===== src/rtl/count_fsm_gen.sv =====
// Counts whole programmable wait periods between a start request and a stop flag.
// One-shot or periodic re-arm, abort, one-cycle done pulse and sticky overflow; all outputs registered.
module count_fsm_gen #(
    parameter int unsigned CNT_W     = 5,
    parameter int unsigned WAIT_W    = 16,
    parameter int unsigned MAX_COUNT = 2**CNT_W-1
) (
    input  logic              clk,
    input  logic              rst,
    input  logic              start,
    input  logic              flag,
    input  logic              abort,
    input  logic              mode,
    input  logic [WAIT_W-1:0] wait_timer,
    output logic              busy,
    output logic [CNT_W-1:0]  count_value,
    output logic              done,
    output logic              overflow,
    output logic [1:0]        state_dbg
);

    typedef enum logic [1:0] {
        S_IDLE = 2'd0,
        S_WAIT = 2'd1,
        S_DONE = 2'd2
    } state_t;

    localparam logic [CNT_W-1:0]  MAX_C = CNT_W'(MAX_COUNT);
    localparam logic [WAIT_W-1:0] ONE_T = WAIT_W'(1);

    state_t            state_q, state_d;
    logic [WAIT_W-1:0] timer_q, timer_d;
    logic [WAIT_W-1:0] period_q, period_d;
    logic              mode_q, mode_d;
    logic [CNT_W-1:0]  count_d;
    logic              overflow_d;
    logic              busy_d;
    logic              done_d;
    logic [WAIT_W-1:0] start_len;

    // A zero period would never expire, so it is treated as one cycle.
    assign start_len = (wait_timer == '0) ? ONE_T : wait_timer;
    assign state_dbg = state_q;

    // State register and registered outputs.
    always_ff @(posedge clk or posedge rst) begin
        if (rst) begin
            state_q     <= S_IDLE;
            timer_q     <= '0;
            period_q    <= '0;
            mode_q      <= 1'b0;
            count_value <= '0;
            overflow    <= 1'b0;
            busy        <= 1'b0;
            done        <= 1'b0;
        end else begin
            state_q     <= state_d;
            timer_q     <= timer_d;
            period_q    <= period_d;
            mode_q      <= mode_d;
            count_value <= count_d;
            overflow    <= overflow_d;
            busy        <= busy_d;
            done        <= done_d;
        end
    end

    // Next-state logic; abort outranks everything, then flag, then period expiry.
    always_comb begin
        state_d = state_q;
        unique case (state_q)
            S_IDLE: begin
                if (start && !abort) state_d = S_WAIT;
            end
            S_WAIT: begin
                if (abort)                                         state_d = S_IDLE;
                else if (flag)                                     state_d = S_DONE;
                else if (timer_q == ONE_T && count_value == MAX_C) state_d = S_DONE;
            end
            S_DONE: begin
                if (abort)       state_d = S_IDLE;
                else if (mode_q) state_d = S_WAIT;
                else             state_d = S_IDLE;
            end
            default: state_d = S_IDLE;
        endcase
    end

    // Output/datapath logic: next values for every registered output.
    always_comb begin
        timer_d    = timer_q;
        period_d   = period_q;
        mode_d     = mode_q;
        count_d    = count_value;
        overflow_d = overflow;
        unique case (state_q)
            S_IDLE: begin
                if (start && !abort) begin
                    period_d   = start_len;
                    mode_d     = mode;
                    timer_d    = start_len;
                    count_d    = '0;
                    overflow_d = 1'b0;
                end
            end
            S_WAIT: begin
                if (!abort && !flag) begin
                    if (timer_q == ONE_T) begin
                        if (count_value == MAX_C) begin
                            overflow_d = 1'b1;
                        end else begin
                            count_d = count_value + 1'b1;
                            timer_d = period_q;
                        end
                    end else begin
                        timer_d = timer_q - 1'b1;
                    end
                end
            end
            S_DONE: begin
                if (!abort && mode_q) begin
                    count_d    = '0;
                    timer_d    = period_q;
                    overflow_d = 1'b0;
                end
            end
            default: ;
        endcase
        busy_d = (state_d == S_WAIT);
        done_d = (state_d == S_DONE);
    end

endmodule


===== config.mk =====
export PLATFORM = sky130hd
export DESIGN_NAME = count_fsm_gen
export DESIGN_NICKNAME = d
export VERILOG_FILES = /design/src/rtl/count_fsm_gen.sv
export SDC_FILE = /design/constraint.sdc
export NUM_CORES = 1
export LEC_CHECK = 0
export BUFFER_PORTS_ARGS = -buffer_cell sky130_fd_sc_hd__buf_2
export CORE_MARGIN = 2
export CORE_UTILIZATION = 60
export DETAILED_ROUTE_END_ITERATION = 10
export PLACE_DENSITY_LB_ADDON = 0.12
export SLEW_MARGIN = 40
export SYNTH_ARGS = -nofsm -noshare
export SYNTH_HDL_FRONTEND = slang
export SYNTH_SLANG_ARGS = --single-unit

===== constraint.sdc =====
create_clock -name clk -period 4.47 [get_ports clk]
set_clock_uncertainty 0.1 [all_clocks]
set_input_delay 0.447 -clock clk [delete_from_list [all_inputs] [get_ports clk]]
set_output_delay 0.447 -clock clk [all_outputs]
set_load 0.01 [all_outputs]

; After elaboration in Yosys (flattened, before gate mapping)
; Cells that the tools add are included.
[totals]
word_cells = 62
register_bits = 43
in_bits = 22
output_inout_bits = 10
[op_classes]
add_sub_neg = 2
eq_ne = 13
reduce_logical = 13
n_mux = 26
[op_table]
columns = cell, n
row1 = 16-bit 2-to-1 mux, 6
row2 = 16-bit one-hot mux with 3 select lines, 1
row3 = 5-bit 2-to-1 mux, 5
row4 = "16-bit by 1-bit == test with 1-bit output, second input constant", 1
row5 = 16-bit logical NOT, 1
row6 = "16-bit by 1-bit subtractor with 16-bit output, second input constant", 1
row7 = 5-bit one-hot mux with 3 select lines, 1
row8 = "2-bit inequality test, second input constant", 6
row9 = 6-bit AND reduction, 2
row10 = 2-bit 2-to-1 mux, 4
row11 = 1-bit 2-to-1 mux, 7
row12 = 2-bit one-hot mux with 3 select lines, 1
row13 = "5-bit by 1-bit adder with 5-bit output, second input constant", 1
row14 = "5-bit == test, second input constant", 1
row15 = 5-bit AND reduction, 1
row16 = "2-bit by 1-bit == test with 1-bit output, second input constant", 2
row17 = "2-bit == test, second input constant", 2
row18 = 1-bit logical AND, 4
row19 = "3-bit inequality test, second input constant", 1
row20 = 1-bit one-hot mux with 3 select lines, 1
row21 = 3-bit nonzero test, 1
row22 = 1-bit logical NOT, 2
row23 = 2-bit logical NOT, 1
row24 = 2-bit AND reduction, 1

; Logic depth before layout (Yosys ltp)
; Gate-level depths: netlist (run 1).
[logic_depth]
ltp_word = 7
mapped_depth = 9
depth_no_buf = 7

; Least setup slack after synthesis (run 1)
; No wires, ideal clock.
[synth_timing]
kind = register to register
startpoint = register timer_q[2]
endpoint = register timer_q[12]
path_buffers = 3
stages_incl_launch_ff = 8
setup_time_ns = 0.125
path_slack_ns = 1.766
t_arrival_ns = 2.480
period_less_slack_ns = 2.704
cell_sequence = dfrtp_1 or4_1 buf_2 or4_1 buf_2 o311ai_4 buf_6 mux2_2
[synth_between]
elab_chain_len = 4
elab_cells_between_ends = 7
[synth_lines]
columns = item, line_no
row1 = "start, declared", 32  ; logic [WAIT_W-1:0] timer_q, timer_d;
row2 = "start signal, assigned", 58  ; timer_q <= timer_d;
row3 = 16-bit by 1-bit subtractor with 16-bit output or 16-bit by 1-bit == test with 1-bit output (tied branches), "116, 108"
row4 = 16-bit 2-to-1 mux, 108  ; if (timer_q == ONE_T) begin
row5 = 16-bit 2-to-1 mux, 107  ; if (!abort && !flag) begin
row6 = 16-bit one-hot mux with 3 select lines, 96  ; unique case (state_q)
; Several ways; a longest one is shown, not always the timed one. The select of a mux whose other input is x is not followed.
; A chain may end at the register's enable or synchronous reset.

; Final worst setup path (run 1)
[layout_timing]
startpoint = register timer_q[2]
endpoint = register timer_q[13]
; The elaborated chain is that of the path after synthesis.

==> results by stage, run 1 <==
Yosys:
- The synthesized netlist devotes 20.86% of its cell area to compound gates.
- Multiplexer cells account for 7.793% of the synthesized area.
- The leading area contributor after synthesis is sky130_fd_sc_hd__dfrtp_1.
- Summed over its instances, the top area cell type makes up a little over two fifths of the synthesized netlist area.
- The most used flip-flop cell after synthesis is sky130_fd_sc_hd__dfrtp_1.
- The number of warnings issued by yosys is 0.
- The number of nets in the synthesized netlist is 301.
- The synthesized netlist occupies a cell area of 2585 um^2.
- By instance count, the leading cell after synthesis is sky130_fd_sc_hd__dfrtp_1.
- Summing the areas of all and, or, nand and nor instances in the mapped netlist gives about 17% of the synthesized area.
- Synthesis produced a netlist whose cell count is 271.
- The commonest cells after synthesis are sky130_fd_sc_hd__dfrtp_1 (43), sky130_fd_sc_hd__nor2_1 (25), sky130_fd_sc_hd__nand2_1 (20).
- The number of synthesized flops with an enable pin is 0.
- The number of distinct standard cells referenced by the synthesized netlist is 47.
- The post-synthesis async set-or-reset flop share is 100.0%.
- The share of synthesized cell area in full adder, half adder and majority cells is 3.872%.
- Ranked by total cell area, the synthesized netlist is headed by sky130_fd_sc_hd__dfrtp_1 (42%), sky130_fd_sc_hd__mux2_2 (7.4%), sky130_fd_sc_hd__ha_1 (3.9%), sky130_fd_sc_hd__a221oi_1 (3.7%), sky130_fd_sc_hd__nor2_1 (3.6%).
- Of the synthesized area, sequential elements account for 41.63%.
- The synthesized-area fraction occupied by xor and xnor cells is 3.388%.
- The count of state elements after synthesis is 43.
- The mean post-synth cell area is 9.539 um^2.
- After synthesis, the largest family of logic cells by area is compound AO/OA/AOI/OAI gates.

Worst setup path:
- The critical register-to-register path startpoint is timer_q[2]$_DFFE_PP0P_.
- For flop-to-flop paths, the worst setup slack is around 1.2 ns.
- In this run the critical register-to-register path is captured at timer_q[13]$_DFFE_PP0P_.
- The biggest fanout along the worst timing path is 17.
- The signal arrival time at the worst endpoint is 3.40 ns.
- The critical path is of the reg -> reg type.
- The worst reg2reg path depth is 6.
- The launching element type of the critical path is a flip-flop.
- STA classifies the critical path endpoint as a flip-flop.
- For the worst setup path, the data required time is 4.56 ns.

Timing:
- The count of endpoints failing hold in the final timing report was 0.
- The count of final setup violators is 0.
- For this run, the top clock speed supported by timing is 0.3017 GHz.
- At the pin with the least slew margin, the transition time is 0.8154 ns.
- The worst slew margin relative to its limit is 45.51%.
- For the finished layout, the period the worst path requires is 3.314 ns.
- The final number of max-transition violations is 0.
- The setup TNS is 0 ns.
- The final critical-path share of the clock period is between 70% and 80%.
- Setup repair after global routing left no endpoint under its margin.
- The worst setup margin is 1.156 ns.

Place:
- The weighted congestion at the end of routability-driven global placement is 0.8762.
- The count of buffers added on input and output ports is 31.
- OpenSTA, run right after detailed placement, puts the worst setup slack at between 1 and 1.5 ns.
- The placed wire-length estimate is between 4000 and 5000 um.
- The post-detailed-placement cell area is between 2000 and 3000 um^2.

Drt:
- Summing over every cut layer, the via total after detailed routing is ~2200.
- The count of nets left with antenna violations once routing finished came out at 0.
- The number of DRC markers after the initial detailed-route iteration is about 120.
- The sum of routed wire length over all layers is roughly 5900 um.
- The average routed wire per standard cell is 17.09 um.
- For this run, design rule violations remaining after detail routing come to 0.
- The detailed-router iteration count before antenna repair is 4.
- The post-detailed-route via-to-cell ratio is 6.289.

Global routing:
- Entering global routing, the biggest net connects 36 pins.
- The final global-route overflow total is 0.
- The number of antenna violations at the first check in global routing is 0.
- The global-route wire length before repair is 10160 um.
- The via count of the first global-routing pass came to between 2000 and 2500.
- The overall track demand over capacity in global routing is 25.84%.

Clocking:
- Clock tree synthesis inserted a total of 5 buffers.
- The insertion delay to the later sink of the worst-skew pair is around 0.30 ns.
- The maximum clock path buffer count is 2.
- The clock tree from TritonCTS is yes.
- The tree is rooted in a sky130_fd_sc_hd__clkbuf_8.
- The count of instances resized after the clock tree is built is 0.
- The clock input transition at the sequential cells of the worst setup and hold paths is 0.08 ns.
- CTS built an H-tree with a depth of 2.
- The tree built by TritonCTS fans out to 43 sinks.

Die:
- The region available for standard cell placement spans roughly 4100 um^2.
- The die footprint is 4849 um^2.
- The top-level port count is 32.
- The die boundary width is between 60 and 70 um.
- The starting density of the core is between 60% and 70%.
- The height of the chip is 69.64 um.
- After floorplanning, the core was divided into 23 placement rows.

Pwr:
- The areal power density over the cells is 656.8 nW/um^2.
- Across the VDD grid, the largest voltage drop is between 0.4 and 0.5 mV.
- The design draws 1.868 mW.
- Summed over all cells, the static leakage comes to 1.240 nW.

Worst hold path:
- The beginning of the worst hold path is mode.
- In this run the worst hold path is classified as in -> reg.
- The end point of the worst hold path is mode_q$_DFFE_PP0P_.
- The cell depth of the worst min-delay path is 2.

Outcome:
- The run finished with clean final reports.

Finish:
- The repair_antennas step left the layout with diodes totalling 0.
- The final instance area is 2844 um^2.
- Compared with the post-synthesis result, the final layout area differs by 10.02%.
- Cells with a size suffix above 1 make up 20.95% of the layout.
- The final net count is 326.

Job:
- The max-cap check violation count is 0.
[worst max-delay path by stage]
stage | from | endpoint | cells after the start
after floorplan | timer_q[2]$_DFFE_PP0P_ | timer_q[12]$_DFFE_PP0P_ | 7
after global placement | timer_q[2]$_DFFE_PP0P_ | timer_q[14]$_DFFE_PP0P_ | 6
after detailed placement | timer_q[2]$_DFFE_PP0P_ | timer_q[13]$_DFFE_PP0P_ | 6
after CTS | timer_q[2]$_DFFE_PP0P_ | timer_q[13]$_DFFE_PP0P_ | 6
after global routing | timer_q[2]$_DFFE_PP0P_ | timer_q[13]$_DFFE_PP0P_ | 6
final | timer_q[2]$_DFFE_PP0P_ | timer_q[13]$_DFFE_PP0P_ | 6
[metal layers]
metal  vias up  part of all wire (%)  track usage [%]
met1      1034                    49            37.14
met2        67                    45            40.60
met3         6                   5.0            4.942
li1       1069                     -                -
met4         0                   1.0            5.983
met5         -                     0                0
[timing repair]
item	4_1_cts	5_1_grt
hold buffers	1	0
buffers inserted	0	0
hold endpoints to repair	8	0
[layout by cell type (no fill, tap or decap), drive strengths merged, types with 10 or more instances in the layout]
master / count
a221oi: 11
nand2: 20
inv: 11
nor2: 25
o31ai: 10
dfrtp: 43
nor4: 10
mux2: 17
o21ai: 14
buf: 34
nor3: 10
[state kept, by name, indices dropped and copies added (netlist names)]
register,count
period_q,16
timer_q,16
overflow,1
mode_q,1
state_dbg,2
done,1
count_value,5
busy,1
[critical path, cell delays in order, from the launching register on]
cell and delay [ns]:
sky130_fd_sc_hd__dfrtp_1 0.44, sky130_fd_sc_hd__or4_1 0.69, sky130_fd_sc_hd__or4_1 0.76, sky130_fd_sc_hd__o311ai_4 0.60, sky130_fd_sc_hd__buf_4 0.33, sky130_fd_sc_hd__nor2_1 0.07, sky130_fd_sc_hd__a22o_1 0.20
[cells by family (layout without fill, tap and decap cells)]
logic type | after synthesis | in the layout
mux | 18 | 18
compound gates | 73 | 73
xor+xnor | 10 | 10
buf+inv | 29 | 54
flops | 43 | 43
simple gates | 90 | 90
fa+ha+maj | 8 | 8
[per-stage QoR]
step / util, % / std cells / hold slack, ns
6_report: 69.60 / 346 / 0.2781
5_1_grt: 69.60 / 346 / 0.2775
4_1_cts: 69.60 / 346 / 0.2746
3_5_place_dp: 67.21 / 338 / 0.2649
3_3_place_gp: 67.21 / 338 / 0.2649
2_1_floorplan: - / 271 / 0.3498
[layout make-up]
class                   instances  area (um^2)
multi-input cells             199         1385
fillers                       328         1242
flip-flops and latches         43         1076
repair buffers                 35        187.7
clock buffers                   6        82.58
well taps                      50        62.56
inverters                      12        45.04
clock inverters                 1        5.005
[where the power goes]
group	switching [mW]	internal, mW
registers	0.167	0.554
clock network	0.131	0.121
logic	0.518	0.377
Power figures use the tool's default switching activity.
==> run 2, diff against run 1 <==
--- a/config.mk
+++ b/config.mk
@@ -5,9 +5,10 @@
 export SDC_FILE = /design/constraint.sdc
 export NUM_CORES = 1
 export LEC_CHECK = 0
+export ABC_AREA = 1
 export BUFFER_PORTS_ARGS = -buffer_cell sky130_fd_sc_hd__buf_2
 export CORE_MARGIN = 2
-export CORE_UTILIZATION = 60
+export CORE_UTILIZATION = 59
 export DETAILED_ROUTE_END_ITERATION = 10
 export PLACE_DENSITY_LB_ADDON = 0.12
 export SLEW_MARGIN = 40
==> constraint.sdc (replaced) <==
create_clock -name clk -period 3.3 [get_ports clk]
set_clock_uncertainty 0.1 [all_clocks]
set_input_delay 0.33 -clock clk [delete_from_list [all_inputs] [get_ports clk]]
set_output_delay 0.33 -clock clk [all_outputs]
set_load 0.01 [all_outputs]
==> run 2 against run 1 <==
  * The run now ends with hold timing left
  * Utilization decreased by 0.60 points
  * Register-to-register slack got worse by 0.10 ns
  * Design area increased by 16%
  * Via count rose by 30%
  * Die area increased by 16%
  * Global-route usage grew 2.8 points
  * Maximum frequency rose by 48%
  * Highest routed layer unchanged
==> results by stage, run 2 <==
Clocking:
- The H-tree depth reported by CTS is 2.
- Counting every sink on the clock net gives 43.
- The longest clock path from root to sink contains 2 buffers.
- The clock tree from TritonCTS is yes.
- For the worst-skew pair, the clock arrives at the later sink with an insertion delay of 0.30 ns.
- The tree is rooted in a sky130_fd_sc_hd__clkbuf_8.
- The number of buffers inserted during clock tree synthesis is 5.
- The clock input transition at the sequential cells of the worst setup and hold paths is ~0.080 ns.
- Post-CTS timing repair inserted 0 buffers for setup.
- The count of instances resized after the clock tree is built is 0.
- The number of buffers inserted for hold repair after clock tree synthesis is 0.

Yosys:
- The netlist uses 29 different library cells.
- After technology mapping, the gate count stands at 447.
- Yosys instantiated no cell more often than sky130_fd_sc_hd__nand2_1.
- The commonest register cell after synthesis is sky130_fd_sc_hd__dfrtp_1.
- After synthesis, the share of flip-flops with an asynchronous set or reset is 100.0%.
- For this run, the number of Yosys warnings is 0.
- After synthesis, the most frequently instantiated cells are sky130_fd_sc_hd__nand2_1 (162), sky130_fd_sc_hd__nor2_1 (56), sky130_fd_sc_hd__inv_1 (47).
- Counting flops and latches in the post-synthesis netlist gives 43.
- The share of the yosys chip area belonging to registers is 36.33%.
- The number of nets in the synthesized netlist is 477.
- Averaged over all synthesized cells, the footprint is between 6 and 7 um^2.
- The number of synthesized flops with an enable pin is 0.
- The leading area contributor after synthesis is sky130_fd_sc_hd__dfrtp_1.
- The area fraction of the dominant cell type after synthesis is 36.33%.
- The cell area after technology mapping is 2962 um^2.
- After synthesis, the cell types taking the most area are sky130_fd_sc_hd__dfrtp_1 (36%), sky130_fd_sc_hd__nand2_1 (21%), sky130_fd_sc_hd__nor2_1 (7.1%), sky130_fd_sc_hd__inv_1 (6.0%), sky130_fd_sc_hd__nand3_1 (3.5%).

Place:
- The post-detailed-placement cell area is around 3200 um^2.
- The worst setup slack before clock tree synthesis is between 1 and 1.5 ns.
- The count of input and output buffers is 31.
- At the end of routability-driven placement, the weighted congestion stood at 0.8890.
- The wire-length estimate of the detail-placed layout is 5414 um.

Die:
- The die boundary width is 74.85 um.
- The height of the chip is between 70 and 80 um.
- After floorplanning, the core was sized to cover between 4000 and 5000 um^2.
- The die footprint is 5603 um^2.
- 32 I/O pins were placed.
- The starting density of the core is 61.88%.
- The cell row count is 25.

Pwr:
- The total power of the final layout is between 3 and 4 mW.
- The analysis attributes to cell leakage a power of 1.781 nW.
- The worst-case vdd ir drop is 0.7017 mV.
- The areal power density over the cells is slightly below 1000 nW/um^2.

Timing:
- The final number of max-transition violations is 0.
- The final-layout worst hold slack is -0.006080 ns.
- The clock period could shrink to approximately 2.2 ns.
- The transition at the pin with the smallest max-transition slack is 0.6074 ns.
- The count of endpoints failing hold in the final timing report was 18.
- Measured against its own limit, the worst slew margin works out to 59.45%.
- The count of final setup violators is 0.
- Setup repair after global routing left no endpoint under its margin.
- Across all setup checks in the final design, the least slack found is 1.056 ns.
- The timing-limited maximum frequency is 0.4456 GHz.
- The worst path uses between 60% and 70% of the clock period.
- Adding up every negative setup slack in the final design gives 0 ns.

Global routing:
- The overall track demand over capacity in global routing is between 20% and 30%.
- The number of antenna violations at the first check in global routing was 0.
- The global-route wire length before repair is 12000 um.
- In the global route stage, met1 resource usage came out at 44.96%.
- In this run the most used layer during global routing was met1.
- After global routing the overflow that remains totals 0.
- Global routing used 41.52% of the available met2 tracks.
- The maximum number of pins on one net before global-route repair is 30.
- The met3 global-route usage is between 4 and 5%.
- The via count of the first global-routing pass is 2537.

Worst setup path:
- The data required time at the worst endpoint is about 3.4 ns.
- The worst reg2reg path depth is 10.
- The critical path is of the reg -> reg type.
- The setup slack of the most critical reg-to-reg path is 1.06 ns.
- The critical register-to-register path startpoint is timer_q[1]$_DFFE_PP0P_.
- Along the worst path, the maximum fanout reaches 23.
- The kind of end point of the critical path is a flip-flop.
- STA classifies the critical path startpoint as a flip-flop.
- The endpoint identified for the worst register-to-register timing path is timer_q[0]$_DFFE_PP0P_.
- Data arrives at the worst endpoint at 2.35 ns.

Finish:
- The top cell types in the final layout, fill and taps aside, are sky130_fd_sc_hd__nand2_1 (162), sky130_fd_sc_hd__nor2_1 (56), sky130_fd_sc_hd__inv_1 (46), sky130_fd_sc_hd__dfrtp_1 (43), sky130_fd_sc_hd__buf_2 (31).
- Measured on the finished design, the core utilization comes to between 60 and 70%.
- The largest registers in the layout are period_q: 16 flops, timer_q: 16 flops, count_value: 5 flops.
- Cells with a size suffix above 1 make up 15.83% of the layout.
- Summing all non-filler instances in the final layout gives an area of between 3000 and 4000 um^2.
- The repair_antennas step left the layout with diodes totalling 0.
- The synthesis-to-layout area growth is 11.49%.
- The most common cell after layout, fill and taps aside is sky130_fd_sc_hd__nand2_1.
- The final net count is 509.
- The number of fill cells is 425.

Outcome:
- The final reports fail on hold timing.
- The run finished, with violations left.

Drt:
- The sum of routed wire length over all layers is 7246 um.
- The post-route antenna net violation count is 0.
- The number of remaining DRC errors is 0.
- Dividing the detail-routed wire length by the instance count gives 13.25 um.
- The detailed router finished its first iteration with ~180 violations.
- The routed layout has between 2000 and 3000 vias.
- The detailed-router iteration count before antenna repair is 5.
- Using the TritonRoute via totals, the vias-per-cell ratio works out to between 5 and 6.

Job:
- Max-cap violations in this run came to 0.

Worst hold path:
- In this run the worst hold path is classified as in -> async.
## run 2: worst max-delay path by stage
stage / startpoint / slack (ns) / to / cells past startpoint
global route: timer_q[1]$_DFFE_PP0P_ / 0.90 / timer_q[14]$_DFFE_PP0P_ / 10
CTS: timer_q[1]$_DFFE_PP0P_ / 1.07 / timer_q[0]$_DFFE_PP0P_ / 10
finish: timer_q[1]$_DFFE_PP0P_ / 1.06 / timer_q[0]$_DFFE_PP0P_ / 10
detailed placement: timer_q[1]$_DFFE_PP0P_ / 1.09 / timer_q[0]$_DFFE_PP0P_ / 10
floorplan: state_dbg[1]$_DFF_PP0_ / 1.48 / timer_q[4]$_DFFE_PP0P_ / 9
global placement: timer_q[1]$_DFFE_PP0P_ / 1.21 / timer_q[0]$_DFFE_PP0P_ / 10
## run 2: cell families (layout without fill, tap and decap cells)
kind of cell,count (synthesis),in the layout,synth area share (%)
buf+inv,62,95,8.534
xor+xnor,6,6,1.774
fa+ha+maj,8,8,3.380
flops,43,43,36.33
simple gates,272,272,39.88
compound gates,56,56,10.10
## run 2: layout make-up
type / count / area, um^2 / share of cell area (%)
multi-input cells: 342 / 1633 / 49.45
flip-flops and latches: 43 / 1076 / 32.59
repair buffers: 38 / 207.7 / 6.290
inverters: 49 / 183.9 / 5.570
well taps: 67 / 83.83 / 2.539
clock buffers: 6 / 82.58 / 2.501
clock inverters: 2 / 35.03 / 1.061
## run 2: power by group
part,leakage [nW],switching [mW],internal (mW)
sequential,0.543,0.236,0.758
clock,0.0612,0.185,0.245
combinational,1.18,1.24,0.618
## run 2: worst max-delay path, cell delays in order (launching register included)
cell,delay [ns]
sky130_fd_sc_hd__dfrtp_1,0.41
sky130_fd_sc_hd__inv_1,0.09
sky130_fd_sc_hd__ha_1,0.17
sky130_fd_sc_hd__nand3_1,0.13
sky130_fd_sc_hd__nor2_4,0.19
sky130_fd_sc_hd__nand2_4,0.17
sky130_fd_sc_hd__o21ai_4,0.32
sky130_fd_sc_hd__buf_4,0.35
sky130_fd_sc_hd__nor2_1,0.09
sky130_fd_sc_hd__nand2_1,0.07
sky130_fd_sc_hd__nand2_1,0.04
## run 2: per-layer routing
metal | share of wire [%] | vias to the layer above
li1 | - | 1449
met1 | 49 | 1285
met2 | 43 | 93
met3 | 6.3 | 6
met4 | 0.95 | 0
met5 | 0 | -
## run 2: through the flow
step                      hold slack, ns  instances
after floorplan                   0.3466        447
after global placement            0.3876        539
after detailed placement          0.3330        539
after CTS                       0.005655        547
after global routing             0.04042        547
final                          -0.006080        547
==> run 3, diff against run 2 <==
--- a/config.mk
+++ b/config.mk
@@ -8,7 +8,7 @@
 export ABC_AREA = 1
 export BUFFER_PORTS_ARGS = -buffer_cell sky130_fd_sc_hd__buf_2
 export CORE_MARGIN = 2
-export CORE_UTILIZATION = 59
+export CORE_UTILIZATION = 53
 export DETAILED_ROUTE_END_ITERATION = 10
 export PLACE_DENSITY_LB_ADDON = 0.12
 export SLEW_MARGIN = 40
==> constraint.sdc (replaced) <==
create_clock -name clk -period 2 [get_ports clk]
set_clock_uncertainty 0.1 [all_clocks]
set_input_delay 0.2 -clock clk [delete_from_list [all_inputs] [get_ports clk]]
set_output_delay 0.2 -clock clk [all_outputs]
set_load 0.01 [all_outputs]
==> run 3 against run 2 <==
  * The run now ends clean
  * Register-to-register slack got worse by 0.92 ns
  * Clock power rose by 24%
  * Worst hold slack improved by 0.022 ns
  * Combinational power grew 77%
  * Cell count is 2.6% higher
  * Via count rose by 2.0%
  * Sequential cell count did not move
  * Utilization decreased by 6.6 points
==> results by stage, run 3 (same netlist as run 2, synthesis figures left out) <==
Outcome:
- The flow ran to the end, and the final reports show no timing, DRC or antenna violations.

Place:
- The HPWL after detailed placement is 5505 um.
- The number of placed instances with taps included is 549.
- The congestion estimate from routability-driven global placement came to 0.8981.
- After detailed placement, the total cell area comes to 3241 um^2.
- The count of buffers added on input and output ports is 31.

Global routing:
- The final global-route overflow total is 0.
- The maximum number of pins on one net before global-route repair is 31.
- The number of antenna violations at the first check in global routing is 0.
- The first global-routing pass estimated 12360 um of wire.
- In the global route stage, overall resource usage came out at 25.75%.
- The via count of the first global-routing pass is about 2500.

Clocking:
- The clock input transition at the sequential cells of the worst setup and hold paths is 0.08 ns.
- The maximum clock path buffer count is 2.
- The clock tree from TritonCTS is yes.
- The H-tree depth reported by CTS is 2.
- The tree built by TritonCTS fans out to between 40 and 50 sinks.
- The cell at the root of the clock tree is sky130_fd_sc_hd__clkbuf_8.
- The insertion delay to the later sink of the worst-skew pair is 0.29 ns.
- The number of buffers inserted during clock tree synthesis is 5.

Die:
- The die covers 6202 um^2.
- The top-level port count is 32.
- In this run the standard cell core region covers 5439 um^2.
- The die is 78.75 um tall.
- The starting density of the core is 54.45%.
- From left edge to right edge, the die measures 78.75 um.
- The cell row count is 27.

Finish:
- The final instance area is 3393 um^2.
- In the final layout, the share of cells above drive strength 1 is 17.18%.
- The final net count is between 500 and 600.
- The library cell used most frequently in the layout, excluding fill and tap cells, is sky130_fd_sc_hd__nand2_1.
- 0 antenna diodes ended up in the layout.
- The largest registers in the layout are period_q: 16 flops, timer_q: 16 flops, count_value: 5 flops.
- Measured on the finished design, the core utilization comes to 62.39%.
- The final non-filler cell total is 561.
- Summing all multi-input logic gate instances after layout gives roughly 1600 um^2.
- The filler cells instantiated in the layout total approximately 530.
- The synthesis-to-layout area growth is 14.58%.
- The library cells used most frequently in the layout, excluding fill and tap cells, are sky130_fd_sc_hd__nand2_1 (161), sky130_fd_sc_hd__nor2_1 (56), sky130_fd_sc_hd__inv_1 (46), sky130_fd_sc_hd__dfrtp_1 (42), sky130_fd_sc_hd__buf_2 (31).
- The register cell area after layout is approximately 1100 um^2.

Drt:
- The post-detailed-route via-to-cell ratio is ~5.2.
- The detailed-router iteration count before antenna repair is 6.
- For this block, the initial DRC count from the detailed router was 250.
- For this run, design rule violations remaining after detail routing come to 0.
- The sum of routed wire length over all layers is around 7500 um.
- Once detail routing completed, the nets flagged for antenna violations numbered 0.
- The average routed wire per standard cell is between 10 and 15 um.
- Across all layers, the routed design uses 2891 vias.

Timing:
- The timing-limited maximum frequency is 0.5370 GHz.
- Setup violations remaining at the end of the flow were counted as 0.
- The final number of max-transition violations is 0.
- The setup TNS is 0 ns.
- After layout, the minimum clock period comes to 1.862 ns.
- The final critical-path share of the clock period is ~93%.
- The transition at the pin with the smallest max-transition slack is 0.5698 ns.
- The count of endpoints failing hold in the final timing report came to 0.
- The worst pin sits at a relative slew slack of 61.97%.

Pwr:
- Summed over all nets, the switching power comes to 2.770 mW.
- The analysis attributes to cell leakage a power of between 1.5 and 2 nW.
- The worst-case vdd ir drop is 1.327 mV.
- Of the total power, the clock network draws about a tenth.
- Sequential cells account for between 20 and 30% of the total power.
- The combinational share of power is 60.5%.
- In this run switching power makes up 50.74% of total power.
- The areal power density over the cells is 1609 nW/um^2.
- The internal portion of the total power is approximately 2.7 mW.

Worst setup path:
- In this run the worst path has a maximum fanout of 15.
- The signal arrival time at the worst endpoint is just under 2 ns.
- Data on the critical path is required at its endpoint by 2.09 ns.
- The classification of the worst setup path is reg -> reg.
- The worst setup path is launched from a flip-flop.
- The worst setup path is captured at a flip-flop.

Worst hold path:
- The path class of the tightest hold or removal check is in -> reg.

Job:
- The tool flagged a number of max-cap violations equal to 0.
[run 3: power groups by stage]
stage | Sequential, mW | Clock, mW | Combinational (mW)
floorplan | 1.55 | 0 | 2.39
global placement | 1.62 | 0 | 3.05
detailed placement | 1.63 | 0 | 3.09
CTS | 1.62 | 0.545 | 3.13
global route | 1.67 | 0.585 | 3.71
finish | 1.62 | 0.535 | 3.30
[run 3: final timing paths]
kind | start | to | slack [ns] | cells past startpoint
min reg2reg | mode_q$_DFFE_PP0P_ | mode_q$_DFFE_PP0P_ | 0.41 | 2
max in group asynchronous | rst | period_q[4]$_DFFE_PP0P_ | 0.97 | 4
min in group asynchronous | rst | period_q[1]$_DFFE_PP0P_ | 0.34 | 3
max | count_value[1]$_DFFE_PP0P_ | timer_q[5]$_DFFE_PP0P_ | 0.14 | 10
max reg2reg | count_value[1]$_DFFE_PP0P_ | timer_q[5]$_DFFE_PP0P_ | 0.14 | 10
min | mode | mode_q$_DFFE_PP0P_ | 0.02 | 3
[run 3: worst max-delay path: stages (launching register included)]
cell	delay, ns
sky130_fd_sc_hd__dfrtp_1	0.39
sky130_fd_sc_hd__ha_1	0.18
sky130_fd_sc_hd__nand2_1	0.07
sky130_fd_sc_hd__nor2_1	0.11
sky130_fd_sc_hd__ha_2	0.22
sky130_fd_sc_hd__nand2_2	0.10
sky130_fd_sc_hd__o21ai_4	0.23
sky130_fd_sc_hd__buf_12	0.18
sky130_fd_sc_hd__nor2_2	0.04
sky130_fd_sc_hd__nand2_1	0.08
sky130_fd_sc_hd__nand2_1	0.06
[run 3: layer usage]
metal  up-vias  wire [um]  track usage (%)
met5         -          0                0
met4         0         60            5.263
met3         6        401            3.409
met2        84       3311            39.06
met1      1331       3761            39.58
li1       1470          -                -
[run 3: area by class of cell]
class	instances	share of cell area, %
Multi-Input combinational cell	342	48.49
Sequential cell	43	31.75
Timing Repair Buffer	47	9.292
Inverter	49	5.420
Tap cell	72	2.655
Clock buffer	7	2.249
Clock inverter	1	0.1475
[run 3: stage by stage]
stage | setup WS [ns] | hold WS, ns | total power [mW]
final | 0.1378 | 0.01603 | 5.459
after global routing | -0.001849 | 0.01667 | 5.969
after CTS | 0.05095 | 0.007719 | 5.288
after detailed placement | 0.06741 | 0.09771 | 4.720
after global placement | 0.09579 | 0.09724 | 4.670
after floorplan | 0.1763 | 0.2166 | 3.947
[run 3: timing repair]
action                     4_1_cts  5_1_grt
buffers inserted                 0        3
gates resized for setup          0       10
setup endpoints to repair        0       19
hold endpoints to repair        13        0
hold buffers                     1        0
